File: config.mk
export PLATFORM = sky130hd
export DESIGN_NAME = guess_seq_ctrl
export DESIGN_NICKNAME = d
export VERILOG_FILES = /design/src/rtl/guess_seq_ctrl.sv
export SDC_FILE = /design/constraint.sdc
export NUM_CORES = 1
export LEC_CHECK = 0
export CAP_MARGIN = 20
export CORE_MARGIN = 2
export CORE_UTILIZATION = 50
export CTS_CLUSTER_DIAMETER = 200
export DETAILED_ROUTE_END_ITERATION = 12
export PLACE_DENSITY = 0.68
export SLEW_MARGIN = 40
export SYNTH_ARGS = -nofsm -noshare
export SYNTH_HDL_FRONTEND = slang
export SYNTH_SLANG_ARGS = --single-unit
File: constraint.sdc
create_clock -name clk_i -period 3.3 [get_ports clk_i]
set_input_delay 0.99 -clock clk_i [delete_from_list [all_inputs] [get_ports clk_i]]
set_output_delay 0.99 -clock clk_i [all_outputs]
set_load 0.05 [all_outputs]
File: src/rtl/guess_seq_ctrl.sv
// guess_seq_ctrl: single-clock sequencer for the two-player guess-number game
module guess_seq_ctrl #(
   parameter int MAX_LEN   = 7,
   parameter int MIN_LEN   = 4,
   parameter int MAX_TURNS = 3
) (
   input  logic       clk_i,
   input  logic       reset_i,
   input  logic       i1_i,
   input  logic       i2_i,
   input  logic       i3_i,
   input  logic       i4_i,
   input  logic       enter_i,
   output logic [3:0] nums_o,
   output logic       win_o,
   output logic       lose_o,
   output logic       equal_o,
   output logic       bigger_o,
   output logic       smaller_o,
   output logic       busy_o,
   output logic [1:0] turn_o,
   output logic [1:0] phase_o
);
   typedef enum logic [1:0] {SECRET = 2'd0, GUESS = 2'd1, COMPARE = 2'd2, DONE = 2'd3} state_t;
   localparam logic [3:0] ML = 4'(MAX_LEN);
   localparam logic [3:0] MN = 4'(MIN_LEN);
   localparam logic [1:0] MT = 2'(MAX_TURNS);
   state_t           state_q, state_d;
   logic [4:0]       prev_q, lvl, ev;
   logic [15:0][1:0] sec_q, sec_d, gss_q, gss_d;
   logic [3:0]       len_a_q, len_a_d, len_b_q, len_b_d, idx_q, idx_d;
   logic [3:0]       nums_q, nums_d, onehot, cmp_len;
   logic [1:0]       turn_q, turn_d, code;
   logic             match_q, match_d, win_q, win_d, lose_q, lose_d;
   logic             eq_q, eq_d, big_q, big_d, sml_q, sml_d;
   logic             sym_ev, ent_ev, m, last;
   assign lvl     = {enter_i, i4_i, i3_i, i2_i, i1_i};
   assign ev      = lvl & ~prev_q;
   assign sym_ev  = |ev[3:0];
   assign ent_ev  = ev[4] & ~sym_ev;
   assign code    = ev[0] ? 2'd0 : ev[1] ? 2'd1 : ev[2] ? 2'd2 : 2'd3;
   assign onehot  = 4'b0001 << code;
   assign cmp_len = eq_q ? len_a_q : 4'd1;
   assign last    = idx_q == cmp_len - 4'd1;
   assign m       = match_q & (sec_q[idx_q] == gss_q[idx_q]);
   assign nums_o    = nums_q;
   assign win_o     = win_q;
   assign lose_o    = lose_q;
   assign equal_o   = eq_q;
   assign bigger_o  = big_q;
   assign smaller_o = sml_q;
   assign busy_o    = state_q == COMPARE;
   assign turn_o    = turn_q;
   assign phase_o   = state_q;
   // next state: key entry, guess commit and symbol-serial compare
   always_comb begin
      state_d = state_q;
      sec_d   = sec_q;
      gss_d   = gss_q;
      len_a_d = len_a_q;
      len_b_d = len_b_q;
      idx_d   = idx_q;
      match_d = match_q;
      nums_d  = nums_q;
      turn_d  = turn_q;
      win_d   = win_q;
      lose_d  = lose_q;
      eq_d    = eq_q;
      big_d   = big_q;
      sml_d   = sml_q;
      case (state_q)
         SECRET: begin
            if (sym_ev) begin
               nums_d = onehot;
               if (len_a_q < ML) begin
                  sec_d[len_a_q] = code;
                  len_a_d        = len_a_q + 4'd1;
               end
            end else if (ent_ev) begin
               if (len_a_q >= MN) begin
                  state_d = GUESS;
                  len_b_d = 4'd0;
               end else
                  len_a_d = 4'd0;
            end
         end
         GUESS: begin
            if (sym_ev) begin
               nums_d = onehot;
               if (len_b_q < ML) begin
                  gss_d[len_b_q] = code;
                  len_b_d        = len_b_q + 4'd1;
               end
            end else if (ent_ev) begin
               if (len_b_q >= MN) begin
                  eq_d    = len_b_q == len_a_q;
                  sml_d   = len_b_q > len_a_q;
                  big_d   = len_b_q < len_a_q;
                  match_d = len_b_q == len_a_q;
                  idx_d   = 4'd0;
                  state_d = COMPARE;
               end else
                  len_b_d = 4'd0;
            end
         end
         COMPARE: begin
            match_d = m;
            idx_d   = idx_q + 4'd1;
            if (last) begin
               if (m) begin
                  win_d   = 1'b1;
                  state_d = DONE;
               end else begin
                  turn_d = turn_q + 2'd1;
                  if (turn_q + 2'd1 == MT) begin
                     lose_d  = 1'b1;
                     state_d = DONE;
                  end else begin
                     len_b_d = 4'd0;
                     state_d = GUESS;
                  end
               end
            end
         end
         default: ;
      endcase
   end
   // state register with synchronous active-low clear; prev tracks button levels
   always_ff @(posedge clk_i) begin
      if (!reset_i) begin
         state_q <= SECRET;
         prev_q  <= '0;
         sec_q   <= '0;
         gss_q   <= '0;
         len_a_q <= '0;
         len_b_q <= '0;
         idx_q   <= '0;
         match_q <= 1'b0;
         nums_q  <= '0;
         turn_q  <= '0;
         win_q   <= 1'b0;
         lose_q  <= 1'b0;
         eq_q    <= 1'b0;
         big_q   <= 1'b0;
         sml_q   <= 1'b0;
      end else begin
         state_q <= state_d;
         prev_q  <= lvl;
         sec_q   <= sec_d;
         gss_q   <= gss_d;
         len_a_q <= len_a_d;
         len_b_q <= len_b_d;
         idx_q   <= idx_d;
         match_q <= match_d;
         nums_q  <= nums_d;
         turn_q  <= turn_d;
         win_q   <= win_d;
         lose_q  <= lose_d;
         eq_q    <= eq_d;
         big_q   <= big_d;
         sml_q   <= sml_d;
      end
   end
endmodule
==> metrics.md <==
| Metric | Value |
|---|---|
| Remaining DRCs | `0` |
| R2R Setup Slk | `0.56 ns` |
| Flops & latches, synth | `95` |
| Clock-pin slew on the worst setup and hold paths | `0.10 ns` |
| Area Growth Syn to Fin | `13.3%` |
| Via count | `3,225` |
| Peak supply drop | `0.000304 V` |
| Synth unique cells | `49` |
| Crit-path cells | `clkdlybuf4s50_1 -> nor2b_1 -> or4_1 -> o21a_1 -> a211o_1 -> or4_1 -> a21oi_1` |
| Grt total ovfl | `0` |
| Critical setup path kind | `in2reg` |
| Top-count cell post-synth | `dfxtp_1` |
| Number of synthesized flops with an enable pin | `0` |
| Switching pwr | `0.00106 W` |
| Hold Path Class | `reg2reg` |
| Top delay family on crit path | `simple AND/OR/NAND/NOR gates` |
| Tightest Pin Transition | `0.767 ns` |
| Fin. Hold Viols | `0` |
| Vias in the first global route | `3,169` |
| # IOs | `21` |
| Overall power | `0.00304 W` |
| Root buffer cell | `clkbuf_8` |
| Proportion of netlist area held by the largest area contributor | `43.5%` |
| MaxCap Viol Count | `0` |
| Critical path endpoint category | `flop` |
| Row count | `34` |
| Synth area leader | `dfxtp_1` |
| DIE HEIGHT | `97.5 µm` |
| CP max-delay cell | `or4_1` |
| Cells after DPL | `575` |
| Sequential power share | `42.5%` |
| Routed Antenna Nets | `0` |
| Core Util, Final | `57.7%` |
| TritonRoute pass-1 iters | `4` |
| Data required time of the critical path | `3.59 ns` |
| Port buffer count | `20` |
| Ant diodes | `0` |
| CTS tree | `done` |
| Area contributors post-synth | `dfxtp_1 43%, mux4_1 7.2%, and2_1 6.0%, ha_1 5.7%, nand2_1 4.5%` |
| CTS H-tree lvls | `3` |
| Clock group share of total power | `26.7%` |
| Mapped Cells | `453` |
| Via density | `5.46` |
| Initial antenna violation count | `0` |
| Most used DFF post-synth | `dfxtp_1` |
| Post-synth ARST share | `0%` |
| Crit share post-route | `91.3%` |
| Register area share after synthesis | `43.5%` |
| Worst-path fanout max | `5` |
| Largest net degree at the start of global routing | `51` |
| # Post-CTS Setup Buffers | `0` |
| Cell Area, Synth | `4370 µm²` |
| First-pass GRT wire length | `15,600 µm` |
| Worst hold start | `gss_q[13]$_SDFFE_PN0P_` |
| R2R Path Start | `idx_q[0]$_SDFFE_PN0P_` |
| PostCTS Resize Cnt | `0` |
| Die width | `97.5 µm` |
| RSZ-0062 raised after global routing | `no` |
| Worst setup startpoint | `i2_i` |
| Clk sinks | `95` |
| Final setup viols | `0` |
| Cell Int Power | `0.00198 W` |
| CTS Buffer Depth | `2` |
| Hpwl dp | `6420 µm` |
| Most used cell, CP | `or4_1` |
| Syn_area_per_cell | `9.66 µm²` |
| Critical Path Max Stage Delay | `0.55 ns` |
| Final #Nets | `505` |
| CP startpoint kind | `primary input` |
| Slew margin rel. | `48.7%` |
| Critical path buffers and inverters | `1` |
| Ys Warns | `0` |
| Max Slew Vio Count | `0` |
| Placer Congestion | `0.823` |
| Final cell count without fillers | `591` |
| Leakage | `1.98 nW` |
| Synth cell count leaders | `95 x dfxtp_1, 52 x nand2_1, 42 x and2_1` |
| Initial drt markers | `160` |
| Worst EP arrival | `3.31 ns` |
| Fillcell total | `770` |
| Max Clock Freq | `0.332 GHz` |
| Initial core utilization | `50.9%` |
| Post-CTS Hold Fix Bufs | `0` |
| Die Area | `9510 µm²` |
| Setup slack after layout | `0.288 ns` |
| Syn nets | `480` |
| WL/cell | `15.3 µm` |
| Cell Pwr Density | `614 nW/µm²` |
| Combinational power share | `30.8%` |
| Share of cells above drive strength 1 | `8.90%` |
| Setup Skew | `0.0141 ns` |
| Net Sw Frac | `34.9%` |
| Final wirelength | `9050 µm` |
| Core Region | `8590 µm²` |
| Clk Latency, worst-skew pair | `0.36 ns` |
| Total global-route track usage | `20.2%` |
| Setup Total Neg Slack | `0 ns` |
| Status | `finished clean` |
| Num CTS Buffers | `9` |
| DP Worst Slack | `-0.0735 ns` |
| Final min period | `3.01 ns` |
==> worst min-delay path, cell delays in order, from the launching register on <==
cell	delay, ns
dfxtp_1	0.32
nand2_1	0.05
a21oi_1	0.05
==> layout make-up <==
type / count / area, µm² / area share [%]
multi-input combinational: 325 / 2330 / 47.1
clock inverter: 5 / 63.8 / 1.29
tap: 108 / 135 / 2.73
sequential: 95 / 1900 / 38.4
clock buffer: 11 / 151 / 3.06
timing repair buffer: 35 / 325 / 6.57
inverter: 12 / 45.0 / 0.909
==> per-stage QoR <==
stage / hold WS (ns) / area, µm²
after global placement: 0.433 / 4730
final: 0.458 / 4950
after detailed placement: 0.437 / 4730
after global routing: 0.475 / 4950
after floorplan: 0.421 / 4370
after CTS: 0.461 / 4950
==> cells by family after synthesis <==
family,count (synthesis),synth area share [%]
and+or+nand+nor,185,22.3
DFF,95,43.5
AOI/OAI and AO/OA,72,9.90
buffers and inverters,33,3.32
muxes,31,11.9
adders and majority gates,20,5.72
xor gates and xnor gates,17,3.40
==> flip-flops by register name, indices dropped and copies added, names as in the netlist <==
register	cells
gss_q	32
len_b_q	4
idx_q	4
match_q	1
phase_o	2
lose_o	1
equal_o	1
nums_o	4
smaller_o	1
win_o	1
bigger_o	1
prev_q	5
len_a_q	4
turn_o	2
sec_q	32
==> worst paths after layout <==
kind / to / cells after the start
worst max-delay path: len_b_q[0]$_SDFFE_PN0P_ / 7
worst min-delay path: gss_q[13]$_SDFFE_PN0P_ / 2
worst max register to register: len_b_q[1]$_SDFFE_PN0P_ / 8
worst min register to register: gss_q[13]$_SDFFE_PN0P_ / 2
==> routing by layer <==
| layer | part of all wire [%] | vias up | GRT usage [%] |
|---|---|---|---|
| li1 | - | 1638 | - |
| met4 | 0.98 | 0 | 5.45 |
| met3 | 4.4 | 5 | 4.32 |
| met2 | 48 | 60 | 33.3 |
| met5 | 0 | - | 0 |
| met1 | 47 | 1522 | 27.0 |
==> power by group through the flow <==
stage	sequential (W)	clock (W)	combinational [W]
3_3_place_gp	0.00132	0	0.000919
3_5_place_dp	0.00132	0	0.000933
5_1_grt	0.00130	0.000873	0.00104
4_1_cts	0.00129	0.000830	0.000937
2_1_floorplan	0.00138	0	0.000600
6_report	0.00129	0.000811	0.000937
==> cells in the final DEF, fill, tap and decap left out, drive strengths merged, types with 14 or more instances in the layout <==
master,n
dfxtp,95
nand3,25
a21oi,38
nor2,27
clkdlybuf4s50,20
buf,15
and2,42
ha,20
o21ai,14
mux2i,17
nand2,52
(Power assumes the default switching activity.)
